`src/rtl/ascii_frame_sender.sv`:
```
// Streams one frame of fixed-width decimal ASCII channel values to a TX FIFO.
// Each channel is converted by sequential shift-add-3, then its digits, separators and line ending are pushed.
module ascii_frame_sender #(
  parameter int         NUM_CH   = 2,
  parameter int         DATA_W   = 8,
  parameter int         DIGITS   = 2,
  parameter logic [7:0] SEP_CHAR = 8'h2C,
  parameter bit         CRLF     = 1'b0
) (
  input  logic                     clk,
  input  logic                     rst,
  input  logic                     i_start,
  input  logic                     i_valid,
  input  logic [NUM_CH*DATA_W-1:0] i_data,
  input  logic                     i_tx_full,
  output logic                     o_tx_push,
  output logic [7:0]               o_tx_data,
  output logic                     o_busy,
  output logic                     o_done,
  output logic                     o_ovf,
  output logic [2:0]               dbg_state
);

  typedef enum logic [2:0] {
    IDLE       = 3'd0,
    WAIT_VALID = 3'd1,
    LATCH      = 3'd2,
    CONV       = 3'd3,
    EMIT_DIG   = 3'd4,
    EMIT_SEP   = 3'd5,
    EMIT_EOL   = 3'd6,
    DONE       = 3'd7
  } state_t;

  localparam int               BCD_W    = 4 * DIGITS;
  localparam int               BIT_W    = $clog2(DATA_W);
  localparam logic [BIT_W-1:0] LAST_BIT = BIT_W'(DATA_W - 1);
  localparam logic [2:0]       LAST_DIG = 3'(DIGITS - 1);
  localparam logic [2:0]       LAST_CH  = 3'(NUM_CH - 1);

  state_t                    state, state_nx;
  logic [NUM_CH*DATA_W-1:0]  snap;
  logic [2:0]                ch;
  logic [BIT_W-1:0]          bit_cnt;
  logic [2:0]                dig_cnt;
  logic [BCD_W-1:0]          bcd, bcd_adj, bcd_shift;
  logic                      ch_ovf;
  logic                      eol_cnt;
  logic [DATA_W-1:0]         chan_val;
  logic                      bit_in;
  logic                      conv_carry;
  logic                      can_issue;
  logic                      issue;
  logic [7:0]                tx_byte;
  logic [7:0]                digit_byte;
  logic                      cr_pending;

  assign dbg_state = state;

  // Binary-to-BCD step: add 3 to every digit >= 5, then shift the next binary bit in.
  // A 1 leaving the top digit means the value no longer fits in DIGITS digits.
  assign chan_val   = DATA_W'(snap >> (int'(ch) * DATA_W));
  assign bit_in     = chan_val[LAST_BIT - bit_cnt];
  assign bcd_shift  = {bcd_adj[BCD_W-2:0], bit_in};
  assign conv_carry = bcd_adj[BCD_W-1];

  always_comb begin
    bcd_adj = bcd;
    for (int d = 0; d < DIGITS; d++) begin
      if (bcd[4*d +: 4] >= 4'd5) bcd_adj[4*d +: 4] = bcd[4*d +: 4] + 4'd3;
    end
  end

  // A byte may only be issued when the FIFO reports space and the previous cycle did not push.
  assign can_issue  = !i_tx_full && !o_tx_push;
  assign digit_byte = ch_ovf ? 8'h39 : {4'h3, bcd[BCD_W-1 -: 4]};
  assign cr_pending = CRLF && !eol_cnt;

  always_comb begin
    state_nx = state;
    issue    = 1'b0;
    tx_byte  = 8'h00;
    case (state)
      IDLE:       if (i_start) state_nx = WAIT_VALID;
      WAIT_VALID: if (i_valid) state_nx = LATCH;
      LATCH:      state_nx = CONV;
      CONV:       if (bit_cnt == LAST_BIT) state_nx = EMIT_DIG;
      EMIT_DIG: begin
        tx_byte = digit_byte;
        if (can_issue) begin
          issue = 1'b1;
          if (dig_cnt == LAST_DIG) state_nx = (ch == LAST_CH) ? EMIT_EOL : EMIT_SEP;
        end
      end
      EMIT_SEP: begin
        tx_byte = SEP_CHAR;
        if (can_issue) begin
          issue    = 1'b1;
          state_nx = CONV;
        end
      end
      EMIT_EOL: begin
        tx_byte = cr_pending ? 8'h0D : 8'h0A;
        if (can_issue) begin
          issue = 1'b1;
          if (!cr_pending) state_nx = DONE;
        end
      end
      DONE:       state_nx = IDLE;
      default:    state_nx = IDLE;
    endcase
  end

  always_ff @(posedge clk) begin
    if (!rst) state <= IDLE;
    else      state <= state_nx;
  end

  always_ff @(posedge clk) begin
    if (!rst) begin
      o_tx_push <= 1'b0;
      o_tx_data <= 8'h00;
      o_busy    <= 1'b0;
      o_done    <= 1'b0;
      o_ovf     <= 1'b0;
      snap      <= '0;
      ch        <= 3'd0;
      bit_cnt   <= '0;
      dig_cnt   <= 3'd0;
      bcd       <= '0;
      ch_ovf    <= 1'b0;
      eol_cnt   <= 1'b0;
    end else begin
      o_tx_push <= issue;
      o_done    <= 1'b0;
      if (issue) o_tx_data <= tx_byte;
      case (state)
        IDLE: begin
          if (i_start) begin
            o_busy <= 1'b1;
            o_ovf  <= 1'b0;
          end
        end
        // Snapshot is taken on the edge where valid is observed, so the frame never sees later data.
        WAIT_VALID: if (i_valid) snap <= i_data;
        LATCH: begin
          ch      <= 3'd0;
          bit_cnt <= '0;
          bcd     <= '0;
          ch_ovf  <= 1'b0;
          eol_cnt <= 1'b0;
        end
        CONV: begin
          bcd <= bcd_shift;
          if (conv_carry) begin
            ch_ovf <= 1'b1;
            o_ovf  <= 1'b1;
          end
          if (bit_cnt == LAST_BIT) begin
            bit_cnt <= '0;
            dig_cnt <= 3'd0;
          end else begin
            bit_cnt <= bit_cnt + 1'b1;
          end
        end
        EMIT_DIG: begin
          if (issue) begin
            bcd     <= bcd << 4;
            dig_cnt <= dig_cnt + 3'd1;
          end
        end
        EMIT_SEP: begin
          if (issue) begin
            ch      <= ch + 3'd1;
            bit_cnt <= '0;
            bcd     <= '0;
            ch_ovf  <= 1'b0;
          end
        end
        EMIT_EOL: if (issue) eol_cnt <= 1'b1;
        DONE: begin
          o_busy  <= 1'b0;
          o_done  <= 1'b1;
          eol_cnt <= 1'b0;
        end
        default: ;
      endcase
    end
  end

endmodule

```
`config.mk`:
```
export PLATFORM = sky130hd
export DESIGN_NAME = ascii_frame_sender
export DESIGN_NICKNAME = d
export VERILOG_FILES = /design/src/rtl/ascii_frame_sender.sv
export SDC_FILE = /design/constraint.sdc
export NUM_CORES = 1
export LEC_CHECK = 0
export CAP_MARGIN = 20
export CORE_AREA = 2 2 115 61
export DETAILED_ROUTE_END_ITERATION = 10
export DIE_AREA = 0 0 117 63
export PLACE_DENSITY = 0.72
export SLEW_MARGIN = 20
export SYNTH_ARGS = -nofsm -noshare
export SYNTH_HDL_FRONTEND = slang
export SYNTH_SLANG_ARGS = --single-unit
```
`constraint.sdc`:
```
create_clock -name clk -period 1.85 [get_ports clk]
set_input_delay 0.37 -clock clk [delete_from_list [all_inputs] [get_ports clk]]
set_output_delay 0.37 -clock clk [all_outputs]
set_load 0.1 [all_outputs]
```
* Word level (Yosys, flattened, before mapping)
Cells that the tools add are included.
** Cells by class
- Add/sub/neg operators :: 6
- $lt $le $gt $ge :: 3
- Equality and inequality tests :: 20
- Muxes and demuxes :: 36
- Shifts and indexed selects :: 1
- Reduce and logical (&&, ||, !) cells :: 20
** Operators by type and width (number)
- 2-to-1 mux 3 bit :: 12
- case mux 8 bit (4 select lines) :: 1
- case mux 3 bit (8 select lines) :: 1
- != test 2 bit, second input constant :: 10
- case mux 6 bit (3 select lines) :: 1
- 2-to-1 mux 8 bit :: 2
- right shift 16 x 6 -> 8 bit :: 1
- equality test 3 bit, second input constant :: 5
- 2-to-1 mux 4 bit :: 3
- case mux 3 bit (2 select lines) :: 2
- AND reduction 3 bit :: 4
- adder 3 x 1 -> 3 bit, second input constant :: 3
- equality test 3 x 1 -> 1 bit, second input constant :: 3
- case mux 3 bit (3 select lines) :: 1
- adder 4 x 2 -> 4 bit, second input constant :: 2
- >= comparator 4 x 3 -> 1 bit, second input constant :: 2
- 2-to-1 mux 1 bit :: 8
- AND reduction 2 bit :: 4
- nonzero test 2 bit :: 4
- AND reduction 7 bit :: 1
- equality test 3 x 2 -> 1 bit, second input constant :: 2
- < comparator 3 x 4 -> 1 bit, second input constant :: 1
- case mux 1 bit (2 select lines) :: 2
- nonzero test 4 bit :: 1
- other kinds (9) :: 10
** Word-level totals
- Input bits :: 21
- Logic and storage cells :: 98
- Flip-flop bits (word level) :: 49

* Longest topological paths before layout
- Depth after elaboration :: 6
- Depth in mapped cells :: 7

* Least setup slack after synthesis
OpenSTA, ideal clock, no wires.
- Kind :: reg2reg
- From :: reg state[2] (netlist: dbg_state[2])
- To :: reg bcd[5]
- Cell stages (with the launch flop) :: 6
- Path buffers :: 1
- Arrival :: 2.138 ns
- Path slack :: -0.410 ns
- Path through :: dfxtp_1 buf_4 nor4b_4 nor2_1 a221oi_1 nor2_1
** Between the ends
- Cells in the longest elaborated chain, start to end :: 5
** Ends and longest elaborated chain
- from (decl) :: line 41 : state_t state, state_nx;
- from (signal assigned) :: line 116 : else state <= state_nx;
- equality test 3 bit (on tied branches) :: line 83, 137
- OR reduction 3 bit (no source line)
- 2-to-1 mux 1 bit
- != test 2 bit (no source line)
- AND reduction 3 bit (no source line)
- to (signal assigned) :: line 154 : bcd <= bcd_shift;
- to (signal assigned) :: line 168 : bcd <= bcd << 4;
- to (decl) :: line 46 : logic [BCD_W-1:0] bcd, bcd_adj, bcd_shift;
Several ways; a longest one is shown, not always the timed one.
A chain may end at the register's enable or synchronous reset.

* Final worst setup path
- From :: reg state[1] (netlist: dbg_state[1])
- To :: reg state[1] (netlist: dbg_state[1])
** Between the ends
- Cells in the longest elaborated chain, start to end :: 3
** Ends and longest elaborated chain
- equality test 3 bit (tied with other cells) :: line 83 : case (state)
- != test 2 bit (no source line)
- AND reduction 7 bit (no source line)
Several ways; a longest one is shown, not always the timed one.

==> results.md <==
- Run status: complete, no violations
- Top_reg_cell synth: dfxtp_1
- Cell taking the most area after synthesis: dfxtp_1
- Clk root buf: clkbuf_16
- Pin count of the biggest net entering global routing: 23
- Routed vias: 2116
- First-pass DRT Iterations: 4
- Cts repair resizes: 0
- 1st-iter DRT viols: 132
- Clock latency on the worst-skew pair: 290 ps
- Synth top area share: 38.6%
- Final Non-Filler Cells: 422
- Grt total ovfl: 0
- Worst EP arrival: 1860 ps
- Met2 routed WL: 2.36 mm
- Pwr Total: 2.67 mW
- Most frequent cells in the layout: 54 x nand2_1, 43 x dfxtp_1, 24 x nor2_1, 21 x buf_4, 20 x clkdlybuf4s50_1
- Post-synthesis sequential area ratio: 38.6%
- Final net count: 360
- PwrDens: 819 nW/um^2
- Via density: 5.01
- Crit path launch type: register
- Commonest non-fill, non-tap cell in the layout: nand2_1
- Placed Area: 3080 um^2
- Highest Signal Layer: met4
- Met3 routed WL: 413 um
- First-pass GRT wire length: 9.75 mm
- Die Height: 63 um
- Final setup fails: 0
- RSZ-0062 raised after global routing: no
- Clock Pin Slew Worst Setup and Hold Paths: 60 ps
- Num CTS Buffers: 5
- Clk_skew: 5.57 ps
- Post-CTS Setup Inserts: 0
- Setup crit start: dbg_state[1]$_SDFFE_PN0P_
- Diode count: 0
- CTS tree: done
- DRC Markers: 0
- Final min period: 1690 ps
- Max-slew violation count: 0
- Fmax: 593 MHz
- Maximum vdd drop: 0.000378 V
- Max FO, Critical Path: 10
- H-tree Lvls: 2
- Post-synth EDFFs: 0
- Pleak: 1.23 nW
- Die X: 117 um
- Antenna violations before repair: 0
- Final Cell Area: 3260 um^2
- CTS hold repair buffers: 0
- Cells after Synth: 286
- YS warnings: 0
- PortBufs: 33
- Overall routing resource usage: 16.8%
- CTS max path bufs: 2
- Placed insts: 414
- Worst r2r src: dbg_state[1]$_SDFFE_PN0P_
- CP Data Required Time: 2020 ps
- Period utilisation layout: 91.2%
- Ys async rst share: 0%
- Vias in the first global route: 2077
- Hold Fails Final Rpt: 0
- Largest cells by area after synthesis: dfxtp_1 39%, nand2_1 8.3%, a21boi_0 5.5%
- Post-synthesis area per instance: 8.52 um^2
- Worst Hold Class: register to register
- Detailed Route WL: 5.81 mm
- Fraction of layout cells with a size suffix above 1: 17.6%
- Cell Area, Synth: 2440 um^2
- CORE AREA: 6440 um^2
- Yosys reg bits: 47
- I/O Pins: 36
- Syn-to-layout area delta: 33.7%
- Avg WL per Cell: 13.8 um
- M1 WL: 3.00 mm
- HP Start: snap[12]$_SDFFE_PN0P_
- Final ANT Viol Nets: 0
- Crit path capture type: register
- Post-DP HPWL: 4.43 mm
- Starting density of the core: 37.9%
- Row count: 21
- Max-Cap Viols: 0
- Clk sink count: 47
- Die ar.: 7370 um^2
- Unique cell type count in the Yosys netlist: 44
- Gpl congestion: 0.831
- Critical path class: register to register
layer usage:
metal	GRT usage, %	vias to the layer above
met5	0	-
met4	3.09	0
met3	6.01	4
met2	24.1	50
met1	24.4	1006
li1	-	1056
state kept, by name, indices dropped and copies added, names as in the netlist, 3 cells and up:
| signal | cells |
|---|---|
| bit_cnt | 3 |
| o_tx_data | 6 |
| dbg_state | 3 |
| snap | 16 |
| ch | 3 |
| bcd | 8 |
| dig_cnt | 3 |
cells in the mapped netlist (all sizes together), types with 2 or more instances:
cell / n
nand2: 54
dfxtp: 47
nor2: 24
a21boi: 20
o21ai: 15
a21oi: 13
clkbuf: 11
ha: 10
buf: 8
nor2b: 8
and2: 7
inv: 7
nand2b: 5
nand3: 4
nor3b: 4
xnor2: 4
xor2: 4
a22oi: 3
mux2: 3
mux4: 3
nor3: 3
o211a: 3
o211ai: 3
a211oi: 2
a221oi: 2
mux2i: 2
nor4b: 2
o21a: 2
o311ai: 2
o31ai: 2
power by group:
group | switching (mW) | internal (mW) | leakage, nW
sequential | 0.0565 | 1.06 | 0.383
combinational | 0.286 | 0.221 | 0.755
clock | 0.376 | 0.672 | 0.0868
total | 0.719 | 1.95 | 1.23
metrics by stage:
stage,TNS [ps],util (%),hold WS (ps),worst slack (ps)
floorplan,0,-,432,36.9
global placement,0,47.9,446,10.5
detailed placement,-247,47.9,455,-37.1
CTS,0,50.6,463,164
global route,0,50.6,486,63.5
finish,0,50.6,457,162
kinds of logic (layout without fill, tap and decap cells):
kind of cell,Yosys count,in the layout,share of synthesized area (%)
adder cells (fa/ha/maj),10,10,5.13
AO/OA/AOI/OAI,70,70,19.5
AND/OR/NAND/NOR,116,116,23.7
XOR/XNOR,8,8,2.87
other,1,2,0.154
flip-flops,47,47,38.6
multiplexers,8,8,4.98
buffers and inverters,26,69,5.08
cell type report:
type                    count  area, um^2
clock inverters             2        35.0
inverters                   7        26.3
clock buffers               6         139
flip-flops and latches     47         948
well taps                  92         115
fillers                   604        3180
repair buffers             54         618
multi-input cells         214        1380
critical path, stage by stage, from the launching register on:
cell	delay (ps)
dfxtp_2	390
buf_4	200
buf_4	150
nor2_1	220
o211ai_1	140
o21ai_0	130
nor2_1	80
o221a_2	270
worst paths after layout:
kind / cells past startpoint / to / slack [ps]
setup / recovery: 7 / dbg_state[1]$_SDFFE_PN0P_ / 160
hold / removal: 2 / snap[12]$_SDFFE_PN0P_ / 460
setup reg to reg: 7 / dbg_state[1]$_SDFFE_PN0P_ / 160
hold reg to reg: 2 / snap[12]$_SDFFE_PN0P_ / 460
(Power assumes the default switching activity.)
